`config.mk`:
```
export PLATFORM = sky130hd
export DESIGN_NAME = wbmemtest
export DESIGN_NICKNAME = d
export VERILOG_FILES = /design/src/rtl/wbmemtest_pkg.sv /design/src/rtl/wbmemtest_lfsr.sv /design/src/rtl/wbmemtest.sv
export SDC_FILE = /design/constraint.sdc
export NUM_CORES = 1
export LEC_CHECK = 0
export ABC_AREA = 1
export BUFFER_PORTS_ARGS = -buffer_cell sky130_fd_sc_hd__buf_2
export CORE_MARGIN = 2
export CORE_UTILIZATION = 55
export CTS_BUF_LIST = sky130_fd_sc_hd__clkbuf_4 sky130_fd_sc_hd__clkbuf_8
export DETAILED_ROUTE_END_ITERATION = 10
export PLACE_DENSITY = 0.82
export SKIP_CTS_REPAIR_TIMING = 1
export SYNTH_ARGS = -nofsm -noshare
export SYNTH_HDL_FRONTEND = slang
export SYNTH_SLANG_ARGS = --single-unit
```
`constraint.sdc`:
```
create_clock -name i_clk -period 2.1 [get_ports i_clk]
set_input_delay 0.105 -clock i_clk [delete_from_list [all_inputs] [get_ports i_clk]]
set_output_delay 0.105 -clock i_clk [all_outputs]
set_load 0.005 [all_outputs]
```
`src/rtl/wbmemtest_pkg.sv`:
```
// Shared definitions for the Wishbone memory self-test initiator.
//   LFSR_TAPS  : feedback taps of the 32-bit pattern generator
//   state_t    : pass sequencer states (IDLE, WRITE, GAP, READ, DONE)
//   lfsr_step  : one step of the pattern generator
package wbmemtest_pkg;

  localparam logic [31:0] LFSR_TAPS = 32'h8020_0003;

  typedef enum logic [2:0] {
    S_IDLE  = 3'd0,
    S_WRITE = 3'd1,
    S_GAP   = 3'd2,
    S_READ  = 3'd3,
    S_DONE  = 3'd4
  } state_t;

  function automatic logic [31:0] lfsr_step(input logic [31:0] l);
    return (l >> 1) ^ (l[0] ? LFSR_TAPS : 32'h0);
  endfunction

endpackage

```
`src/rtl/wbmemtest_lfsr.sv`:
```
// 32-bit pattern generator register.
//   clk   : clock
//   reset : synchronous active-high reset, clears the register
//   load  : load seed (has priority over step)
//   seed  : value loaded on load
//   step  : advance one LFSR step
//   value : current pattern word
module wbmemtest_lfsr
  import wbmemtest_pkg::*;
(
  input  logic        clk,
  input  logic        reset,
  input  logic        load,
  input  logic [31:0] seed,
  input  logic        step,
  output logic [31:0] value
);

  always_ff @(posedge clk) begin
    if (reset)
      value <= '0;
    else if (load)
      value <= seed;
    else if (step)
      value <= lfsr_step(value);
  end

endmodule

```
`src/rtl/wbmemtest.sv`:
```
// Pipelined Wishbone memory self-test initiator. Writes an LFSR pattern to
// words 0..i_last, then reads them back and compares in order.
//   i_clk, i_reset      : clock, synchronous active-high reset
//   i_start             : start pulse (honoured in IDLE only)
//   i_seed, i_last      : pattern seed (0 -> 1) and last word, sampled on start
//   o_busy, o_done      : pass in progress / one-cycle end-of-pass pulse
//   o_fail, o_fail_addr, o_fail_data : sticky first-failure report
//   o_wb_*              : Wishbone pipelined master request side
//   i_wb_*              : Wishbone slave response side
module wbmemtest
  import wbmemtest_pkg::*;
#(
  parameter int unsigned AW    = 15,
  parameter int unsigned LGOUT = 2
) (
  input  logic          i_clk,
  input  logic          i_reset,
  input  logic          i_start,
  input  logic [31:0]   i_seed,
  input  logic [AW-1:0] i_last,
  output logic          o_busy,
  output logic          o_done,
  output logic          o_fail,
  output logic [AW-1:0] o_fail_addr,
  output logic [31:0]   o_fail_data,
  output logic          o_wb_cyc,
  output logic          o_wb_stb,
  output logic          o_wb_we,
  output logic [AW-1:0] o_wb_addr,
  output logic [31:0]   o_wb_data,
  output logic [3:0]    o_wb_sel,
  input  logic          i_wb_ack,
  input  logic          i_wb_stall,
  input  logic          i_wb_err,
  input  logic [31:0]   i_wb_data
);

  state_t           state;
  logic [AW-1:0]    addr;
  logic [AW-1:0]    last;
  logic [AW-1:0]    ack_idx;
  logic [31:0]      seed;
  logic             more;
  logic [LGOUT-1:0] outstanding;

  logic [31:0]      issue_val;
  logic [31:0]      check_val;
  logic [31:0]      load_seed;
  logic             phase;
  logic             accept;
  logic             ack_ok;
  logic             err_ok;
  logic             bad_read;
  logic             abort;
  logic             start_ok;
  logic             reload;
  logic [LGOUT-1:0] cnt_nxt;
  logic             more_nxt;

  assign phase     = (state == S_WRITE) || (state == S_READ);
  assign o_wb_cyc  = phase;
  // Throttle at 2^LGOUT-1 so the counter can never wrap.
  assign o_wb_stb  = phase && more && (outstanding != '1);
  assign o_wb_we   = (state == S_WRITE);
  assign o_wb_addr = addr;
  assign o_wb_data = issue_val;
  assign o_wb_sel  = 4'hf;
  assign o_busy    = phase || (state == S_GAP);
  assign o_done    = (state == S_DONE);

  assign accept    = o_wb_stb && !i_wb_stall;
  assign ack_ok    = phase && i_wb_ack && (outstanding != '0);
  assign err_ok    = phase && i_wb_err;
  assign bad_read  = (state == S_READ) && ack_ok && (i_wb_data != check_val);
  assign abort     = err_ok || bad_read;
  assign start_ok  = (state == S_IDLE) && i_start;
  assign reload    = start_ok || (state == S_GAP);
  assign load_seed = start_ok ? ((i_seed == '0) ? 32'h1 : i_seed) : seed;

  always_comb begin
    cnt_nxt = outstanding;
    if (accept && !ack_ok)
      cnt_nxt = outstanding + LGOUT'(1);
    else if (!accept && ack_ok)
      cnt_nxt = outstanding - LGOUT'(1);
    // A separate "requests remain" flag lets the address stop at i_last
    // even when i_last is the top of the address space.
    more_nxt = more && !(accept && (addr == last));
  end

  wbmemtest_lfsr u_issue (
    .clk   (i_clk),
    .reset (i_reset),
    .load  (reload),
    .seed  (load_seed),
    .step  (accept && (state == S_WRITE)),
    .value (issue_val)
  );

  wbmemtest_lfsr u_check (
    .clk   (i_clk),
    .reset (i_reset),
    .load  (reload),
    .seed  (load_seed),
    .step  (ack_ok && (state == S_READ)),
    .value (check_val)
  );

  always_ff @(posedge i_clk) begin
    if (i_reset) begin
      state       <= S_IDLE;
      addr        <= '0;
      last        <= '0;
      ack_idx     <= '0;
      seed        <= '0;
      more        <= 1'b0;
      outstanding <= '0;
      o_fail      <= 1'b0;
      o_fail_addr <= '0;
      o_fail_data <= '0;
    end else begin
      case (state)
        S_IDLE: begin
          if (i_start) begin
            state       <= S_WRITE;
            seed        <= load_seed;
            last        <= i_last;
            addr        <= '0;
            ack_idx     <= '0;
            more        <= 1'b1;
            outstanding <= '0;
            o_fail      <= 1'b0;
            o_fail_addr <= '0;
            o_fail_data <= '0;
          end
        end
        S_WRITE, S_READ: begin
          if (accept && (addr != last))
            addr <= addr + AW'(1);
          more        <= more_nxt;
          outstanding <= cnt_nxt;
          if (ack_ok || err_ok)
            ack_idx <= ack_idx + AW'(1);
          if (abort) begin
            state <= S_DONE;
            if (!o_fail) begin
              o_fail      <= 1'b1;
              o_fail_addr <= ack_idx;
              o_fail_data <= err_ok ? '0 : i_wb_data;
            end
          end else if (!more_nxt && (cnt_nxt == '0)) begin
            state <= (state == S_WRITE) ? S_GAP : S_DONE;
          end
        end
        S_GAP: begin
          state       <= S_READ;
          addr        <= '0;
          ack_idx     <= '0;
          more        <= 1'b1;
          outstanding <= '0;
        end
        S_DONE: begin
          state <= S_IDLE;
        end
        default: begin
          state <= S_IDLE;
        end
      endcase
    end
  end

endmodule

```
==> results.json, run 1 <==
{
  "io_pins": 189,
  "root_buffer": "clkbuf_8",
  "fin_nets": 1711,
  "setup_viol": 0,
  "max_freq_mhz": 516,
  "synth_compound_area_share_pct": 15.5,
  "avgSynthCellArea_um2": 6.60,
  "clkTransAtPathRegs_ns": 0.10,
  "area_delta_synth_final_pct": 17.9,
  "drt-initial-drc-count": 898,
  "die_w_um": 136,
  "gp_congestion": 0.935,
  "pwr_density_cell_mw_per_mm2": 870,
  "crit_path_end_kind": "flop",
  "synth_edf_count": 0,
  "hold_path_class": "in2reg",
  "crit_type": "reg2reg",
  "grt-ovfl-total": 0,
  "cts_max_path_buffers": 2,
  "grt_pass1_wl_um": 41600,
  "synth_flop_cell": "dfxtp_1",
  "numCtsBuffers": 17,
  "final_max_slew_viol_count": 0,
  "hpwl_um": 19200,
  "cts_tree": "built",
  "drt_wl_total_um": 26900,
  "synth_cell_type_count": 38,
  "finalClockSkew_ns": 0.0147,
  "synthesis.area_mm2": 0.00958,
  "rr_startpoint": "outstanding[1]",
  "yosys.area.top_type": "dfxtp_1",
  "crit_required_ns": 2.51,
  "violations": "hold timing",
  "track_usage_pct": 28.1,
  "synth_xor_area_share_pct": 2.19,
  "synth_mux_area_share_pct": 0,
  "grt_max_degree": 93,
  "die_height_um": 136,
  "ir_drop_uv": 502,
  "clock_latency_ns": 0.48,
  "yosys_warnings": 0,
  "synth-simple-area-share_pct": 29.1,
  "start_kind": "flop",
  "crit_arrival_ns": 2.35,
  "grt_pass1_vias": 8520,
  "maxCapViolCount": 0,
  "clock_sinks": 195,
  "dr.pass1.iters": 5,
  "drc": 0,
  "layout-drive-gt1-share_pct": 16.9,
  "drt.antenna.violating_nets": 0,
  "multi_input_area_mm2": 0.00457,
  "hp-start": "i_wb_data[21]",
  "synth_top_family_by_area": "simple AND/OR/NAND/NOR gates",
  "die_area_mm2": 0.0185,
  "layout_worst_path_cycle_share_pct": 92.3,
  "start_util_pct": 55.8,
  "synthArstFlopShare_pct": 0,
  "num_vias": 9891,
  "wl_per_cell_um": 14.4,
  "nFillCells": 1570,
  "netlist_instances": 1452,
  "final_cells": 1863,
  "antenna_found_initial": 4,
  "synthAdderAreaFrac_pct": 0.523,
  "row_count": 48,
  "io_buffers": 184,
  "synth_top_cells_by_count": "nand2_1 (376), dfxtp_1 (195), inv_1 (189), nor2_1 (152), a21oi_1 (124)",
  "hold_viol_final": 7,
  "yosysTopAreaCellShare_pct": 40.8,
  "crit_fanout": 35,
  "whs_ns": -0.0112,
  "ff_latch_area_mm2": 0.00391,
  "synth_area_leaders": "dfxtp_1 (41%), nand2_1 (15%), inv_1 (7.4%)",
  "status": "finished with violations",
  "post-synth-top-count-cell": "nand2_1",
  "cts_max_level": 4,
  "core_mm2": 0.0172,
  "ys_seq_area_share_pct": 40.8,
  "layout_min_cycle_time_ns": 1.94,
  "dp_cells": 1809,
  "rsz0062_at_grt": "false",
  "post_drt_via_cell_ratio": 5.31,
  "p_leak_nw": 5.26,
  "cp-startpoint": "outstanding[1]",
  "setup_tns_ns": 0,
  "synth_seq_cells": 195
}
==> state kept, by name, summed over array words and instances (netlist names) <==
name	count
seed	32
outstanding	2
last	15
o_wb_addr	15
ack_idx	15
o_fail_data	32
state	3
o_fail_addr	15
more	1
o_fail	1
u_check.value	32
u_issue.value	32
==> per-stage QoR <==
stage               instance area, µm²  utilization [%]  total power [mW]  setup WS [ns]  hold slack, ns
CTS                              11000             64.3              9.74         0.0612          -0.140
floorplan                         9590                -              6.42          0.409           0.248
global placement                 10700             62.1              7.29          0.214           0.367
detailed placement               10700             62.1              7.36         0.0697           0.371
finish                           11300             65.7              9.82          0.162         -0.0112
global route                     11300             65.7              10.4        0.00242          0.0153
==> path summary, 6_finish.rpt <==
path                           to  slack (ns)  depth (start not counted)
setup / recovery   o_fail_data[0]        0.16                         12
hold / removal    o_fail_data[21]       -0.01                          5
setup reg to reg   o_fail_data[0]        0.16                         12
hold reg to reg       ack_idx[14]        0.47                          1
==> layout make-up <==
| class | instances | area share [%] |
|---|---|---|
| Antenna cell | 3 | 0.0665 |
| Clock inverter | 12 | 1.09 |
| Timing Repair Buffer | 228 | 12.3 |
| Sequential cell | 195 | 34.6 |
| Tap cell | 225 | 2.49 |
| Inverter | 198 | 6.58 |
| Clock buffer | 20 | 2.33 |
| Multi-Input combinational cell | 982 | 40.5 |
==> metal layers <==
| metal | track usage [%] | part of all wire [%] |
|---|---|---|
| met2 | 45.5 | 46 |
| met1 | 37.9 | 43 |
| met4 | 9.84 | 2.7 |
| met5 | 0 | 0.048 |
| met3 | 4.85 | 8.3 |
==> critical path, stage by stage (launching register included) <==
cell       delay (ns)
dfxtp_1          0.39
inv_1            0.07
ha_1             0.18
inv_1            0.05
nand2_1          0.13
nor2_4           0.14
inv_2            0.08
nor2_8           0.13
nand2_2          0.11
nand2_4          0.14
clkbuf_16        0.24
a21oi_1          0.09
nor2_1           0.12
==> cell usage in the layout, fill, tap and decap left out, drive strengths merged <==
cell / instances
clkinv: 2
xor2: 6
and2: 1
a31oi: 22
a21oi: 125
buf: 210
o211ai: 4
o2bb2ai: 1
xnor2: 18
nand4: 15
a311oi: 1
bufinv: 1
clkinvlp: 5
nor3: 20
o22ai: 9
dfxtp: 195
a22oi: 8
conb: 4
nand3: 90
nor2: 161
nand2: 384
a211oi: 1
o21bai: 1
diode: 3
dlygate4sd3: 16
ha: 4
inv: 202
o21ai: 107
clkbuf: 22
==> kinds of logic (layout without fill, tap and decap cells) <==
| kind of cell | after synthesis | count (layout) |
|---|---|---|
| AO/OA/AOI/OAI | 279 | 279 |
| buffers and inverters | 278 | 458 |
| adder cells (fa/ha/maj) | 4 | 4 |
| other | 1 | 7 |
| XOR/XNOR | 24 | 24 |
| flip-flops | 195 | 195 |
| AND/OR/NAND/NOR | 671 | 671 |
==> power breakdown <==
part / switching [mW] / total, mW / internal [mW]
Clock: 1.41 / 2.43 / 1.02
Sequential: 0.321 / 4.49 / 4.17
Combinational: 1.81 / 2.90 / 1.09
Total: 3.55 / 9.82 / 6.28
No activity file was read; power rests on OpenSTA's default activity.
==> run 2, diff against run 1 <==
Settings changed: ABC_AREA 1 to default, BUFFER_PORTS_ARGS -buffer_cell sky130_fd_sc_hd__buf_2 to -buffer_cell sky130_fd_sc_hd__buf_4, PLACE_DENSITY 0.82 to 0.83.
==> run 2 against run 1 <==
Effect of this change: the run still ends with hold timing left; clock power rose by 3%; non-clock buffer count up 88; sequential cell count unchanged; synthesized area decreased by 9.8%; synthesized cell count decreased by 37%; first-iteration DRC count down 20%; critical endpoint is now o_fail_data[14]; largest cell class unchanged.
==> results.json, run 2 <==
{
  "synth_cell_type_count": 61,
  "layout-drive-gt1-share_pct": 26.7,
  "synth_seq_cells": 195,
  "finalClockSkew_ns": 0.0112,
  "critPathMaxStageDelay_ns": 0.39,
  "path_cells": "xnor2_1 -> nand4_1 -> nor4_4 -> a21oi_4 -> o21ai_4 -> buf_12 -> clkbuf_16 -> a32o_1",
  "crit_arrival_ns": 2.50,
  "whs_ns": -0.0479,
  "io_pins": 189,
  "setup_slack_ns": 0.0125,
  "multi_input_area_mm2": 0.00446,
  "io_buffers": 184,
  "wl_per_cell_um": 18.3,
  "synth_edf_count": 0,
  "avgSynthCellArea_um2": 9.45,
  "status": "finished with violations",
  "area_delta_synth_final_pct": 37.3,
  "drt.antenna.violating_nets": 0,
  "grt_max_degree": 105,
  "hold_viol_final": 1,
  "netlist_instances": 914,
  "p_clk_share_pct": 25.7,
  "clock_sinks": 195,
  "cts_max_level": 4,
  "gp_congestion": 0.874,
  "final_max_slew_viol_count": 0,
  "fin_nets": 1271,
  "numCtsBuffers": 17,
  "track_usage_pct": 26.2,
  "dp_cells": 1282,
  "hpwl_um": 16400,
  "ir_drop_uv": 485,
  "synthArstFlopShare_pct": 0,
  "die_height_um": 129,
  "maxCapViolCount": 0,
  "nFillCells": 995,
  "design_area_mm2": 0.0119,
  "pwr_density_cell_mw_per_mm2": 822,
  "layout_worst_path_cycle_share_pct": 99.4,
  "yosys.area.top_type": "dfxtp_1",
  "die_area_mm2": 0.0167,
  "post-place-ws_ns": -0.0223,
  "placed_area_mm2": 0.0103,
  "synth_flop_cell": "dfxtp_1",
  "max_freq_mhz": 479,
  "synth_top_cells_by_count": "dfxtp_1 (195), nor2_1 (92), nand2_1 (91), mux2i_1 (88), a21oi_1 (63)",
  "antenna_found_initial": 1,
  "ff_latch_area_mm2": 0.00391,
  "layout_min_cycle_time_ns": 2.09,
  "mostFrequentLayoutCells": "buf_4 (222), dfxtp_1 (190), nor2_1 (90), nand2_1 (90), mux2i_1 (87)",
  "ys_seq_area_share_pct": 45.2,
  "start_kind": "flop",
  "grt_pass1_wl_um": 34400,
  "synth_area_leaders": "dfxtp_1 (45%), mux2i_1 (10%), xnor2_1 (4.2%)",
  "final_common_cell": "buf_4",
  "p_leak_nw": 4.83,
  "post_drt_via_cell_ratio": 5.67,
  "cp_slowest_cell": "nor4_4",
  "worst_pin_slew_ns": 0.610,
  "p_sw_mw": 3.12,
  "drt-initial-drc-count": 719,
  "relSlewSlack_pct": 59.3,
  "final_cells": 1406,
  "die_w_um": 129,
  "pwr-share-seq_pct": 45.1,
  "intPower_mw": 6.63,
  "pwr-share-comb_pct": 29.3,
  "design_power_total_mw": 9.74,
  "post-synth-top-count-cell": "dfxtp_1",
  "drc": 0,
  "start_util_pct": 56.6,
  "synthesis.area_mm2": 0.00863,
  "setup_viol": 0,
  "cp_top_family": "simple AND/OR/NAND/NOR gates",
  "rrSetupSlack_ns": 0.01,
  "netSwitchingFraction_pct": 32.0,
  "num_vias": 7974,
  "dr.pass1.iters": 5,
  "crit_path_end_kind": "flop",
  "clock_latency_ns": 0.48,
  "yosysTopAreaCellShare_pct": 45.2,
  "core_mm2": 0.0153,
  "hold_path_class": "in2reg",
  "crit_type": "reg2reg",
  "yosys_warnings": 0,
  "grt_pass1_vias": 6832,
  "grt-ovfl-total": 0,
  "path_buf_inv": 2,
  "drt_wl_total_um": 25700,
  "crit_required_ns": 2.52,
  "root_buffer": "clkbuf_8",
  "crit_fanout": 12,
  "cts_max_path_buffers": 2,
  "violations": "hold timing",
  "row_count": 45,
  "cts_tree": "built",
  "clkTransAtPathRegs_ns": 0.10
}
run 2: changes by cell type after synthesis, moves of 23 or more:
cell | previous run | this run
nor2_1 | 152 | 92
xnor2_1 | 18 | 41
a21boi_0 | 0 | 36
a32o_1 | 0 | 32
nand3_1 | 89 | 29
a21oi_1 | 124 | 63
nand2_1 | 376 | 91
mux2i_1 | 0 | 88
o21ai_0 | 99 | 11
inv_1 | 189 | 8
run 2: cells by family after synthesis:
kind of cell,Yosys count,share of synthesized area (%)
simple gates,282,15.2
flops,195,45.2
compound gates,188,15.8
mux,98,11.5
buf+inv,81,5.09
xor+xnor,65,6.59
fa+ha+maj,4,0.580
other cells,1,0.0434
run 2: worst paths after layout:
check                     from         endpoint  depth (start not counted)
min reg2reg     o_fail_addr[5]   o_fail_addr[5]                          2
min                 i_seed[31]         seed[31]                          3
max reg2reg  u_check.value[16]  o_fail_data[14]                          8
max          u_check.value[16]  o_fail_data[14]                          8
run 2: cell type report:
| type | instances | area share [%] |
|---|---|---|
| antenna | 1 | 0.0211 |
| timing repair buffer | 316 | 23.4 |
| clock buffer | 21 | 2.44 |
| tap | 211 | 2.23 |
| clock inverter | 10 | 1.04 |
| inverter | 10 | 0.327 |
| sequential | 195 | 33.0 |
| multi-input combinational | 642 | 37.6 |
run 2: stage by stage:
stage          TNS, ns  utilization (%)
2_1_floorplan        0                -
3_3_place_gp   -0.0247             67.6
3_5_place_dp   -0.0464             67.6
4_1_cts         -0.796             70.3
5_1_grt          -1.67             77.7
6_report             0             77.7
run 2: power by group through the flow:
| stage | combinational, mW | sequential (mW) | clock (mW) |
|---|---|---|---|
| 6_report | 2.85 | 4.39 | 2.50 |
| 2_1_floorplan | 1.50 | 4.37 | 0 |
| 5_1_grt | 3.06 | 4.44 | 2.67 |
| 3_3_place_gp | 2.30 | 4.44 | 0 |
| 3_5_place_dp | 2.34 | 4.46 | 0 |
| 4_1_cts | 2.36 | 4.37 | 2.52 |
run 2: worst reg2reg max path: stages, from the launching register on:
cell	delay (ns)
dfxtp_1	0.35
xnor2_1	0.23
nand4_1	0.18
nor4_4	0.39
a21oi_4	0.13
o21ai_4	0.23
buf_12	0.16
clkbuf_16	0.17
a32o_1	0.19
run 2: metal layers:
layer  share of wire [%]  vias to the layer above  routed length (µm)  track usage, %
met1                  42                     3763               10800            36.6
li1                    -                     3789                   -               -
met3                 7.4                       51                1890            5.57
met2                  48                      371               12300            39.8
met4                 2.6                        0                 676            10.2
met5                   0                        -                   0               0
==> run 3, diff against run 2 <==
Settings changed: ABC_AREA from default to 1, CELL_PAD_IN_SITES_DETAIL_PLACEMENT from default to 1, CELL_PAD_IN_SITES_GLOBAL_PLACEMENT from default to 1, CORE_UTILIZATION 55 to 40, PLACE_DENSITY 0.83 to 0.84.
==> run 3 against run 2 <==
Effect of this change: global-route usage shrank 1.7 points; utilization shrank 27 points; critical path depth grew 5; clock-buffer cell count shrank 2; the flow still finishes with violations (hold timing); combinational power grew 14%; register-to-register slack gained 0.11 ns; wire length grew 23%; final cell count grew 39%; sequential power grew 3%; fmax grew 5.5%.
==> results.json, run 3 (synthesis gave the netlist of run 1 again) <==
{
  "status": "finished with violations",
  "violations": "hold timing",
  "crit_path_end_kind": "flop",
  "path_cells": "inv_1 -> ha_1 -> inv_1 -> nand2_1 -> nor2_4 -> inv_2 -> nor2_8 -> nand2_2 -> nand2_4 -> buf_12 -> nand3_1 -> nand2_1 -> nor2_1",
  "hp-start": "i_wb_data[24]",
  "crit_required_ns": 2.46,
  "start_util_pct": 40.8,
  "setup_viol": 0,
  "reg2reg_depth": 13,
  "grt_max_degree": 90,
  "critPathMaxStageDelay_ns": 0.37,
  "antenna_found_initial": 0,
  "cp_slowest_cell": "dfxtp_2",
  "clock_sinks": 195,
  "fin_nets": 1716,
  "die_area_mm2": 0.0252,
  "rrSetupSlack_ns": 0.12,
  "post-place-ws_ns": 0.0417,
  "root_buffer": "clkbuf_8",
  "die_height_um": 159,
  "n_antenna_cell": 0,
  "io_pins": 189,
  "numCtsBuffers": 17,
  "start_kind": "flop",
  "cts_max_path_buffers": 2,
  "drt_wl_total_um": 31500,
  "hold_path_class": "in2reg",
  "crit_fanout": 33,
  "rr_startpoint": "outstanding[0]",
  "layout-drive-gt1-share_pct": 17.5,
  "grt_pass1_wl_um": 50500,
  "worst_pin_slew_ns": 0.516,
  "core_mm2": 0.0235,
  "area_delta_synth_final_pct": 25.2,
  "pwr_density_cell_mw_per_mm2": 873,
  "cts_max_level": 4,
  "drt.antenna.violating_nets": 0,
  "whs_ns": -0.0117,
  "wl_per_cell_um": 16.1,
  "num_vias": 9863,
  "whs_endpoint": "o_fail_data[24]",
  "final_common_cell": "nand2_1",
  "relSlewSlack_pct": 65.2,
  "crit_arrival_ns": 2.34,
  "path_buf_inv": 4,
  "die_w_um": 159,
  "hold_viol_final": 6,
  "gp_congestion": 0.827,
  "track_usage_pct": 24.5,
  "final_max_slew_viol_count": 0,
  "reg2reg_to": "o_fail_data[4]",
  "row_count": 56,
  "clock_latency_ns": 0.48,
  "drc": 0,
  "cts_tree": "built",
  "setup_slack_ns": 0.122,
  "rsz0062_at_grt": "true",
  "clkTransAtPathRegs_ns": 0.11,
  "drt-initial-drc-count": 537,
  "max_freq_mhz": 506,
  "grt_pass1_vias": 10000,
  "whs_path_depth": 5,
  "layout_worst_path_cycle_share_pct": 94.2,
  "grt-ovfl-total": 0,
  "p_leak_nw": 5.40,
  "cp_top_family": "simple AND/OR/NAND/NOR gates",
  "mostFrequentLayoutCells": "nand2_1 (375), buf_4 (203), dfxtp_1 (189)",
  "post_drt_via_cell_ratio": 5.03,
  "maxCapViolCount": 0,
  "nFillCells": 3118,
  "dr.pass1.iters": 4,
  "hpwl_um": 22700,
  "io_buffers": 184,
  "ir_drop_uv": 416,
  "crit_type": "reg2reg",
  "layout_min_cycle_time_ns": 1.98,
  "finalClockSkew_ns": 0.0250
}
-- run 3: tightest hold or removal path: cells and delay by family --
kind | cells | cell delay, ns
AND/OR/NAND/NOR | 4 | 0.24
buffers and inverters | 1 | 0.09
-- run 3: cell type report --
| type | count | area (µm²) | share of cell area, % |
|---|---|---|---|
| Inverter | 198 | 752 | 6.27 |
| Tap cell | 319 | 399 | 3.33 |
| Multi-Input combinational cell | 982 | 4590 | 38.2 |
| Clock buffer | 19 | 262 | 2.18 |
| Clock inverter | 13 | 173 | 1.44 |
| Timing Repair Buffer | 233 | 1910 | 15.9 |
| Sequential cell | 195 | 3910 | 32.6 |
-- run 3: how the worst max path moves through the flow --
stage          slack [ns]           endpoint            from  depth (start not counted)
4_1_cts            -0.008       o_wb_addr[4]   o_wb_addr[12]                         12
6_report             0.12     o_fail_data[4]  outstanding[0]                         13
5_1_grt             -0.02  u_check.value[22]        state[1]                          8
3_3_place_gp         0.18      o_wb_addr[13]   o_wb_addr[10]                         12
3_5_place_dp         0.04    o_fail_data[20]  outstanding[0]                         13
2_1_floorplan        0.41     o_fail_addr[1]  outstanding[0]                         14
-- run 3: metrics by stage --
step           cell area (µm²)   TNS, ns  cells  power [mW]  utilization [%]
2_1_floorplan             9590         0   1455        6.42                -
3_3_place_gp             11300         0   1906        7.64             48.1
3_5_place_dp             11300         0   1906        7.76             48.1
4_1_cts                  11700  -0.00838   1938        10.5             49.9
5_1_grt                  12000   -0.0483   1959        11.1             51.1
6_report                 12000         0   1959        10.5             51.1
-- run 3: where the power goes --
part	switching, mW	internal, mW
registers	0.347	4.17
logic	1.91	1.34
clock network	1.45	1.27
-- run 3: metal layers --
metal	vias to the layer above	track usage (%)	routed length (µm)
li1	4925	-	-
met1	4728	27.9	12900
met2	170	47.1	17000
met3	40	3.84	959
met4	0	6.63	565
met5	-	0	0
